<file path="config.mk">
export PLATFORM = sky130hd
export DESIGN_NAME = axis_vid_timing_out
export DESIGN_NICKNAME = d
export VERILOG_FILES = /design/src/rtl/video_pkg.sv /design/src/rtl/video_out_fifo.sv /design/src/rtl/axis_vid_timing_out.sv
export SDC_FILE = /design/constraint.sdc
export NUM_CORES = 1
export LEC_CHECK = 0
export BUFFER_PORTS_ARGS = -buffer_cell sky130_fd_sc_hd__buf_2
export CAP_MARGIN = 15
export CORE_ASPECT_RATIO = 0.6
export CORE_MARGIN = 5
export CORE_UTILIZATION = 51
export CTS_BUF_LIST = sky130_fd_sc_hd__clkbuf_16
export DETAILED_ROUTE_END_ITERATION = 8
export PLACE_DENSITY = 0.74
export SYNTH_ARGS = -nofsm -noshare
export SYNTH_HDL_FRONTEND = slang
export SYNTH_SLANG_ARGS = --single-unit
</file>
<file path="constraint.sdc">
create_clock -name aclk -period 4.2 [get_ports aclk]
set_clock_uncertainty 0.2 [all_clocks]
set_input_delay 0.42 -clock aclk [delete_from_list [all_inputs] [get_ports aclk]]
set_output_delay 0.42 -clock aclk [all_outputs]
set_load 0.03 [all_outputs]
</file>
<file path="src/rtl/video_pkg.sv">
// Shared timing defaults, FIFO entry layout and FSM states for the raster output path.
package video_pkg;

    localparam int unsigned DEF_H_ACTIVE   = 640;
    localparam int unsigned DEF_H_FP       = 16;
    localparam int unsigned DEF_H_SYNC     = 96;
    localparam int unsigned DEF_H_BP       = 48;
    localparam int unsigned DEF_V_ACTIVE   = 480;
    localparam int unsigned DEF_V_FP       = 10;
    localparam int unsigned DEF_V_SYNC     = 2;
    localparam int unsigned DEF_V_BP       = 33;
    localparam int unsigned DEF_FIFO_DEPTH = 16;

    typedef struct packed {
        logic        tuser;
        logic        tlast;
        logic [23:0] rgb;
    } pix_entry_t;

    localparam int unsigned PIX_ENTRY_W = $bits(pix_entry_t);

    typedef enum logic [1:0] {
        WAIT_SOF,
        ARMED,
        RUN
    } vid_state_t;

    function automatic int unsigned line_total(input int unsigned active, input int unsigned fp,
                                               input int unsigned sync, input int unsigned bp);
        return active + fp + sync + bp;
    endfunction

endpackage

</file>
<file path="src/rtl/video_out_fifo.sv">
// First-word-fall-through pixel FIFO with synchronous flush; flush wins over a same-cycle push.
module video_out_fifo
    import video_pkg::*;
#(
    parameter int unsigned DEPTH = DEF_FIFO_DEPTH,
    parameter int unsigned WIDTH = PIX_ENTRY_W
) (
    input  logic             clk,
    input  logic             rst,
    input  logic             flush,
    input  logic             push,
    input  logic             pop,
    input  logic [WIDTH-1:0] wr_data,
    output logic [WIDTH-1:0] rd_data,
    output logic             full,
    output logic             empty
);

    localparam int unsigned AW = $clog2(DEPTH);

    logic [WIDTH-1:0] mem [DEPTH];
    logic [AW:0]      wr_ptr;
    logic [AW:0]      rd_ptr;
    logic             do_push;
    logic             do_pop;

    assign empty   = (wr_ptr == rd_ptr);
    assign full    = (wr_ptr[AW] != rd_ptr[AW]) && (wr_ptr[AW-1:0] == rd_ptr[AW-1:0]);
    assign do_pop  = pop && !empty;
    // A pop frees the head slot in the same cycle, so a full FIFO can still take a beat.
    assign do_push = push && (!full || do_pop);
    assign rd_data = mem[rd_ptr[AW-1:0]];

    always_ff @(posedge clk or posedge rst) begin
        if (rst) begin
            wr_ptr <= '0;
            rd_ptr <= '0;
        end else if (flush) begin
            wr_ptr <= '0;
            rd_ptr <= '0;
        end else begin
            if (do_push) wr_ptr <= wr_ptr + 1'b1;
            if (do_pop)  rd_ptr <= rd_ptr + 1'b1;
        end
    end

    always_ff @(posedge clk) begin
        if (do_push && !flush) mem[wr_ptr[AW-1:0]] <= wr_data;
    end

endmodule

</file>
<file path="src/rtl/axis_vid_timing_out.sv">
// AXI4-Stream video sink driving de/hsync/vsync raster timing with SOF lock and resync.
// Define VID_OUT_ERR_CNT_EN to add the saturating err_count output.
module axis_vid_timing_out
    import video_pkg::*;
#(
    parameter int unsigned H_ACTIVE   = DEF_H_ACTIVE,
    parameter int unsigned H_FP       = DEF_H_FP,
    parameter int unsigned H_SYNC     = DEF_H_SYNC,
    parameter int unsigned H_BP       = DEF_H_BP,
    parameter int unsigned V_ACTIVE   = DEF_V_ACTIVE,
    parameter int unsigned V_FP       = DEF_V_FP,
    parameter int unsigned V_SYNC     = DEF_V_SYNC,
    parameter int unsigned V_BP       = DEF_V_BP,
    parameter int unsigned FIFO_DEPTH = DEF_FIFO_DEPTH,
    parameter int unsigned SYNC_POL   = 0
) (
    input  logic        aclk,
    input  logic        areset,
    input  logic [31:0] s_axis_vid_tdata,
    input  logic        s_axis_vid_tvalid,
    output logic        s_axis_vid_tready,
    input  logic        s_axis_vid_tuser,
    input  logic        s_axis_vid_tlast,
    output logic [23:0] vid_data,
    output logic        vid_de,
    output logic        vid_hsync,
    output logic        vid_vsync,
    output logic        locked,
    output logic        underflow,
    output logic        line_err
`ifdef VID_OUT_ERR_CNT_EN
    ,
    output logic [15:0] err_count
`endif
);

    localparam int unsigned H_TOTAL = line_total(H_ACTIVE, H_FP, H_SYNC, H_BP);
    localparam int unsigned V_TOTAL = line_total(V_ACTIVE, V_FP, V_SYNC, V_BP);
    localparam int unsigned HW = $clog2(H_TOTAL);
    localparam int unsigned VW = $clog2(V_TOTAL);

    localparam logic [HW-1:0] H_LAST     = HW'(H_TOTAL - 1);
    localparam logic [HW-1:0] H_ACT      = HW'(H_ACTIVE);
    localparam logic [HW-1:0] H_ACT_LAST = HW'(H_ACTIVE - 1);
    localparam logic [HW-1:0] HS_START   = HW'(H_ACTIVE + H_FP);
    localparam logic [HW-1:0] HS_END     = HW'(H_ACTIVE + H_FP + H_SYNC);
    localparam logic [VW-1:0] V_LAST     = VW'(V_TOTAL - 1);
    localparam logic [VW-1:0] V_ACT      = VW'(V_ACTIVE);
    localparam logic [VW-1:0] VS_START   = VW'(V_ACTIVE + V_FP);
    localparam logic [VW-1:0] VS_END     = VW'(V_ACTIVE + V_FP + V_SYNC);
    localparam logic          SYNC_ACT   = (SYNC_POL != 0);

    vid_state_t    state;
    vid_state_t    state_next;
    logic [HW-1:0] hcnt;
    logic [VW-1:0] vcnt;
    logic          rst_done;
    logic          active;
    logic          at_sof_pos;
    logic          frame_end;
    logic          fifo_push;
    logic          fifo_pop;
    logic          fifo_flush;
    logic          fifo_full;
    logic          fifo_empty;
    pix_entry_t    fifo_wr;
    pix_entry_t    head;
    logic          pix_valid;
    logic          ev_underflow;
    logic          ev_sync;
    logic          ev_line;
    logic          unused_tdata;

    assign unused_tdata = ^s_axis_vid_tdata[31:24];
    assign active       = (hcnt < H_ACT) && (vcnt < V_ACT);
    assign at_sof_pos   = (hcnt == '0) && (vcnt == '0);
    assign frame_end    = (hcnt == H_LAST) && (vcnt == V_LAST);
    assign fifo_wr      = '{tuser: s_axis_vid_tuser, tlast: s_axis_vid_tlast,
                            rgb: s_axis_vid_tdata[23:0]};
    assign locked       = (state == RUN);

    video_out_fifo #(
        .DEPTH (FIFO_DEPTH),
        .WIDTH (PIX_ENTRY_W)
    ) u_fifo (
        .clk     (aclk),
        .rst     (areset),
        .flush   (fifo_flush),
        .push    (fifo_push),
        .pop     (fifo_pop),
        .wr_data (fifo_wr),
        .rd_data (head),
        .full    (fifo_full),
        .empty   (fifo_empty)
    );

    // Holds tready low for the first cycle after reset release.
    always_ff @(posedge aclk or posedge areset) begin
        if (areset) rst_done <= 1'b0;
        else        rst_done <= 1'b1;
    end

    always_ff @(posedge aclk or posedge areset) begin
        if (areset) begin
            hcnt <= '0;
            vcnt <= '0;
        end else if (hcnt == H_LAST) begin
            hcnt <= '0;
            vcnt <= (vcnt == V_LAST) ? '0 : vcnt + 1'b1;
        end else begin
            hcnt <= hcnt + 1'b1;
        end
    end

    always_ff @(posedge aclk or posedge areset) begin
        if (areset) state <= WAIT_SOF;
        else        state <= state_next;
    end

    always_comb begin
        state_next = state;
        unique case (state)
            WAIT_SOF: if (rst_done && s_axis_vid_tvalid && s_axis_vid_tuser) state_next = ARMED;
            ARMED:    if (frame_end)  state_next = RUN;
            RUN:      if (fifo_flush) state_next = WAIT_SOF;
            default:  state_next = WAIT_SOF;
        endcase
    end

    always_comb begin
        s_axis_vid_tready = 1'b0;
        fifo_push         = 1'b0;
        fifo_pop          = 1'b0;
        fifo_flush        = 1'b0;
        pix_valid         = 1'b0;
        ev_underflow      = 1'b0;
        ev_sync           = 1'b0;
        ev_line           = 1'b0;
        unique case (state)
            WAIT_SOF: begin
                s_axis_vid_tready = rst_done;
                fifo_push         = s_axis_vid_tvalid && s_axis_vid_tready && s_axis_vid_tuser;
            end
            ARMED: begin
                s_axis_vid_tready = rst_done && !fifo_full;
                fifo_push         = s_axis_vid_tvalid && s_axis_vid_tready;
            end
            RUN: begin
                s_axis_vid_tready = rst_done && !fifo_full;
                if (active) begin
                    if (fifo_empty) begin
                        ev_underflow = 1'b1;
                        fifo_flush   = 1'b1;
                    end else if (head.tuser != at_sof_pos) begin
                        ev_sync    = 1'b1;
                        fifo_flush = 1'b1;
                    end else begin
                        fifo_pop  = 1'b1;
                        pix_valid = 1'b1;
                        ev_line   = (head.tlast != (hcnt == H_ACT_LAST));
                    end
                end
                fifo_push = s_axis_vid_tvalid && s_axis_vid_tready && !fifo_flush;
            end
            default: ;
        endcase
    end

    always_ff @(posedge aclk or posedge areset) begin
        if (areset) begin
            vid_data  <= '0;
            vid_de    <= 1'b0;
            vid_hsync <= ~SYNC_ACT;
            vid_vsync <= ~SYNC_ACT;
            underflow <= 1'b0;
            line_err  <= 1'b0;
        end else begin
            vid_data  <= pix_valid ? head.rgb : '0;
            vid_de    <= active;
            vid_hsync <= ((hcnt >= HS_START) && (hcnt < HS_END)) ? SYNC_ACT : ~SYNC_ACT;
            vid_vsync <= ((vcnt >= VS_START) && (vcnt < VS_END)) ? SYNC_ACT : ~SYNC_ACT;
            underflow <= underflow | ev_underflow;
            line_err  <= ev_line;
        end
    end

`ifdef VID_OUT_ERR_CNT_EN
    always_ff @(posedge aclk or posedge areset) begin
        if (areset) begin
            err_count <= '0;
        end else if ((ev_underflow || ev_sync || ev_line) && (err_count != '1)) begin
            err_count <= err_count + 1'b1;
        end
    end
`endif

endmodule

</file>
== Word level (Yosys, flattened, before mapping) ==
Memory sizes are Yosys's and may differ from the RTL's.
Index checks and enable logic that the tools add are counted.
Operators by class
  $add $sub $neg: 4
  order comparisons: 6
  equal/unequal tests: 13
  mux-type cells: 33
  bitwise gates (word level): 1
  reductions and logical operators: 26
Operator list (count)
  10-bit equality test, second input constant: 3
  24-bit 2-to-1 mux: 1
  10-bit by 1-bit adder with 10-bit output, second input constant: 2
  10-bit logical NOT: 2
  10-bit < comparator, second input constant: 2
  10-bit by 9-bit < comparator with 1-bit output, second input constant: 2
  1-bit 2-to-1 mux: 20
  10-bit 2-to-1 mux: 2
  5-bit 2-to-1 mux: 4
  1-bit logical AND: 14
  5-bit by 1-bit adder with 5-bit output, second input constant: 2
  10-bit >= comparator, second input constant: 1
  10-bit by 9-bit >= comparator with 1-bit output, second input constant: 1
  2-bit 2-to-1 mux: 3
  2-bit case mux with 3 select lines: 1
  5-bit equality test: 1
  4-bit equality test: 1
  1-bit logical NOT: 4
  2-bit inequality test, second input constant: 2
  2-bit nonzero test: 2
  1-bit inequality test: 3
  1-bit case mux with 3 select lines: 1
  3-bit AND reduction: 1
  2-bit by 1-bit equality test with 1-bit output, second input constant: 1
  7 further kinds: 7
Storage, ports and cells
  bits in registers: 62
  bits in writable memories: 416
  bits of input ports: 37
  output and inout port bits: 31
  word-level logic and storage cells: 96
  memories kept: 1
Memory list
  u_fifo.mem: depth 16, bits a word 26, read ports 1, clocked after Yosys merged registers in 0, wr ports 1, RTL line video_out_fifo.sv:21  | logic [WIDTH-1:0] mem [DEPTH];

== Longest topological paths before layout ==
  depth in word-level cells: 14
  gate-level depth with buffers: 10
  mapped depth without buffers: 8

== Hierarchy ==
Synthesis repeated with hierarchy kept, for this count alone.
Second synthesis, totals
  cells, all modules: 964
  area total of the unflattened synthesis: 18899.4 um2
By module, submodules not included
  video_out_fifo: instances 1, cells an instance 752, area each 16532.1 um2, sequential area each 12742.2 um2
  axis_vid_timing_out: instances 1, cells an instance 212, area each 2367.3 um2, sequential area each 1303.8 um2

== Worst setup path before layout ==
OpenSTA, ideal clock, no wires.
  path kind: register to register
  from: reg vcnt[5]
  to: mem u_fifo.mem[15][0] (netlist name) (enable)
  library setup time: 418 ps
  arrival: 3173 ps
  data required time: 3582 ps
  slack: 409 ps
  cell stages (with the launch flop): 6
  buffers on the path: 0
  period minus slack after synthesis: 3791 ps
  cell sequence: dfrtp_1 -> or4_4 -> or4_4 -> a211oi_4 -> mux2i_4 -> a21oi_1
Between the ends
  longest elaborated chain between the ends: 14
  elaborated cells between the ends (all ways): 24
  classes of those cells: order compare (1); eq/ne (1); mux (12); reduce/logical (10)
Ends and longest elaborated chain
  from (decl): RTL line axis_vid_timing_out.sv:56  | logic [VW-1:0] vcnt;
  from (signal assigned): RTL line axis_vid_timing_out.sv:109  | vcnt <= (vcnt == V_LAST) ? '0 : vcnt + 1'b1;
  branches (longest 11 deep; another with 10-bit by 9-bit < comparator with 1-bit output)
  1-bit logical AND *: RTL line video_out_fifo.sv:48  | if (do_push && !flush) mem[wr_ptr[AW-1:0]] <= wr_data;
  1-bit 2-to-1 mux *: RTL line video_out_fifo.sv:48
  1-bit 2-to-1 mux (implied by the code) *: RTL line video_out_fifo.sv:48
  to (decl): RTL line video_out_fifo.sv:21
Mark *: on every way between the ends. The select of a mux whose other input is x is not followed.

== Final worst setup path ==
  from: reg vcnt[5]
  to: mem u_fifo.mem[2][8] (netlist name) (enable)
The elaborated chain is that of the path after synthesis.

==> PnR_summary.wiki <==
{| class="wikitable"
! Metric !! Value
|-
| Average routed wire per standard cell || 26.0 um
|-
| DRT iter0 DRCs || 851
|-
| Count of fill cells added during filler insertion || 2603
|-
| Startpoint type of the worst setup path || flip-flop
|-
| Total of flip-flops plus latches after synthesis || 478
|-
| Overflow after GRT || 0
|-
| Final setup violating endpoints || 0
|-
| Minimum period implied by the final worst setup slack || 3.70 ns
|-
| Post-route fraction of the period consumed by the critical path || 88.1%
|-
| Cell count after placement || 1412
|-
| Die height || 159 um
|-
| RSZ-0062 raised after global routing || false
|-
| Sink count of the clock tree || 478
|-
| Clock input transition at the sequential cells of the worst setup and hold paths || 0.07 ns
|-
| Commonest non-fill, non-tap cell in the layout || sky130_fd_sc_hd__edfxtp_1
|-
| Worst reg2reg path depth || 6
|-
| Post-synthesis cell type with the largest combined area || sky130_fd_sc_hd__edfxtp_1
|-
| CP dominant cell by count || sky130_fd_sc_hd__or4_4
|-
| Top delay family on crit path || simple AND/OR/NAND/NOR gates
|-
| Effective utilization at floorplan || 51.7%
|-
| Critical path's largest stage delay || 0.92 ns
|-
| Flop pwr share || 55.8%
|-
| Switching power share of the total || 21.1%
|-
| Hold-fix buffers, CTS || 1
|-
| Power dissipated by switching net loads || 2030 uW
|-
| Worst Path Buf+Inv || 0
|-
| Fin worst setup slack || 0.500 ns
|-
| Final TNS setup || 0 ns
|-
| Number of enable flip-flop cells after synthesis || 416
|-
| Post-cts gate resize count || 0
|-
| LEAKAGE || 0.00708 uW
|-
| Largest net degree at the start of global routing || 50
|-
| Final Hold Vio Count || 0
|-
| CP arrival || 3.67 ns
|-
| Max-cap check violation count || 0
|-
| Fmax || 270 MHz
|-
| Area grow syn2layout || 12.3%
|-
| Distinct cell type count after synthesis || 58
|-
| Sum of routed wire length over all layers || 38800 um
|-
| Share of synthesized area occupied by flip-flops and latches || 74.7%
|-
| Placement row count || 54
|-
| Measured slew at the worst slew-check pin || 1.00 ns
|-
| Pwr/cell area || 456 nW/um^2
|-
| Overall die area || 40900 sq um
|-
| Post-route total power || 9630 uW
|-
| Synth top area share || 66.4%
|-
| Mean cell area of the mapped netlist || 20.9 sq um
|-
| Maximum root-to-sink buffer count || 3
|-
| Count of mapped cells out of synthesis || 900
|-
| Final Max Tran Viols || 0
|-
| Total stage count of the critical path || 6
|-
| Setup slack after placement || 0.500 ns
|-
| Fraction of final layout cells sized beyond drive strength 1 || 30.5%
|-
| Number of standard cells in the layout, taps in and fillers out || 1490
|-
| Hold path depth || 1
|-
| Wire length of the first global-routing pass || 59200 um
|-
| Buffer count from post-CTS setup fixing || 0
|-
| Clock network fraction of design power || 39.7%
|-
| Area of the core region || 36300 sq um
|-
| HPWL after DPL || 21400 um
|-
| Worst voltage drop across the vdd grid || 381 uV
|-
| Relative slew slack || 33.2%
|-
| Chip Width || 258 um
|-
| Clock Tree Root || sky130_fd_sc_hd__clkbuf_16
|-
| Initial antenna violation count || 2
|-
| Maximum fanout along the worst path || 26
|-
| Run status || completed
|-
| CTS tree || done
|-
| Port Buf Inserts || 59
|-
| Most used DFF post-synth || sky130_fd_sc_hd__edfxtp_1
|-
| Hold Crit Class || input pin to flip-flop
|-
| Final layout net count || 1032
|-
| Syn nets || 950
|-
| TritonCTS buffer count || 43
|-
| Via count of the first global-routing pass || 9347
|-
| Kind of end point of the critical path || flip-flop
|-
| Standard cell with the maximum stage delay on the critical path || sky130_fd_sc_hd__and3_2
|-
| Vias per cell || 6.07
|-
| Total standard cell area after synthesis || 18800 sq um
|-
| Vias || 9043
|-
| Highest-count cells in the layout ignoring fill and taps || sky130_fd_sc_hd__edfxtp_1, sky130_fd_sc_hd__mux4_2, sky130_fd_sc_hd__buf_2
|-
| Share of async-settable or async-resettable flops after synthesis || 13.0%
|-
| Cell internal pwr || 7600 uW
|-
| Cell-by-cell trace of the critical path || or4_4 -> or4_4 -> a211oi_4 -> mux2i_4 -> a21oi_4 -> and3_2
|-
| Main area contributors after synthesis || sky130_fd_sc_hd__edfxtp_1, sky130_fd_sc_hd__mux4_2, sky130_fd_sc_hd__dfrtp_1
|-
| Number of ports placed on the die boundary || 68
|-
| Total iterations of the first detailed-routing run || 5
|-
| Number of antenna-violating nets in the routed design || 0
|-
| Critical setup path kind || flip-flop to flip-flop
|-
| Power share of the combinational group || 4.5%
|-
| H-tree level count || 2
|-
| Remaining DRCs || 0
|-
| Clock latency of the later-clocked register in the worst-skew pair || 0.55 ns
|-
| Required time of the worst setup path || 4.17 ns
|-
| Placer congestion estimate || 0.745
|-
| Yosys warnings || 0
|-
| Overall global routing resource usage || 19.0%
|}
area by class of cell:
class	instances	area (sq um)	share of cell area [%]
well taps	476	596	2.82
repair buffers	83	515	2.44
multi-input cells	362	4530	21.4
clock inverters	32	263	1.24
flip-flops and latches	478	14100	66.6
diodes	1	2.50	0.0119
inverters	14	53.8	0.255
clock buffers	44	1100	5.22
worst paths after layout:
kind                                      start                 end  slack [ns]
setup / recovery                        vcnt[5]    u_fifo.mem[2][8]        0.50
setup reg to reg                        vcnt[5]    u_fifo.mem[2][8]        0.50
hold reg to reg                       underflow           underflow        0.29
hold / removal             s_axis_vid_tdata[10]  u_fifo.mem[12][10]        0.04
min in group asynchronous                areset    u_fifo.rd_ptr[0]        0.37
max in group asynchronous                areset        vid_data[12]        2.58
stage by stage:
| step | cell area (sq um) | hold slack [ns] | util, % |
|---|---|---|---|
| global route | 21100 | 0.0216 | 58.1 |
| floorplan | 18800 | 0.255 | - |
| detailed placement | 19700 | 0.285 | 54.3 |
| CTS | 21100 | 0.0132 | 58.1 |
| finish | 21100 | 0.0399 | 58.1 |
| global placement | 19700 | 0.274 | 54.3 |
sequential cells by signal, indices dropped and copies added, names as in the netlist:
name           count
hcnt              10
line_err           1
rst_done           1
state              2
u_fifo.mem       416
u_fifo.rd_ptr      5
u_fifo.wr_ptr      5
underflow          1
vcnt              10
vid_data          24
vid_de             1
vid_hsync          1
vid_vsync          1
power groups by stage:
stage / Clock [uW] / Sequential [uW] / Combinational (uW)
after floorplan: 0 / 5440 / 253
after global placement: 0 / 5470 / 422
after detailed placement: 0 / 5470 / 440
after CTS: 3910 / 5370 / 440
after global routing: 4090 / 5380 / 475
final: 3820 / 5370 / 433
kinds of logic (layout without fill, tap and decap cells):
family          after synthesis  after routing  synth area share (%)
flops                       478            478                  74.7
simple gates                140            140                  4.15
mux                         138            138                  16.0
buf+inv                      60            173                  1.35
compound gates               50             50                  2.00
xor+xnor                     20             20                 0.932
fa+ha+maj                    13             13                 0.865
other cells                   1              2                0.0199
cell usage after synthesis, drive strengths merged (3+ instances only):
library cell	count
nand3	19
clkbuf	26
xnor2	9
mux2	4
dfrtp	60
or4	6
nor4	3
mux2i	6
nand2	23
o21ai	15
ha	13
mux4	128
edfxtp	416
nand4	4
xor2	11
buf	20
nor2b	4
inv	14
a21oi	13
and3	44
nor3	8
o221ai	3
nor2	18
per-layer routing:
layer	track usage [%]	wire [um]	vias up
met5	0	13	-
li1	-	-	3869
met4	3.52	469	2
met2	29.1	17900	337
met3	4.41	2920	46
met1	29.0	17400	4789
Power figures use the tool's default switching activity.
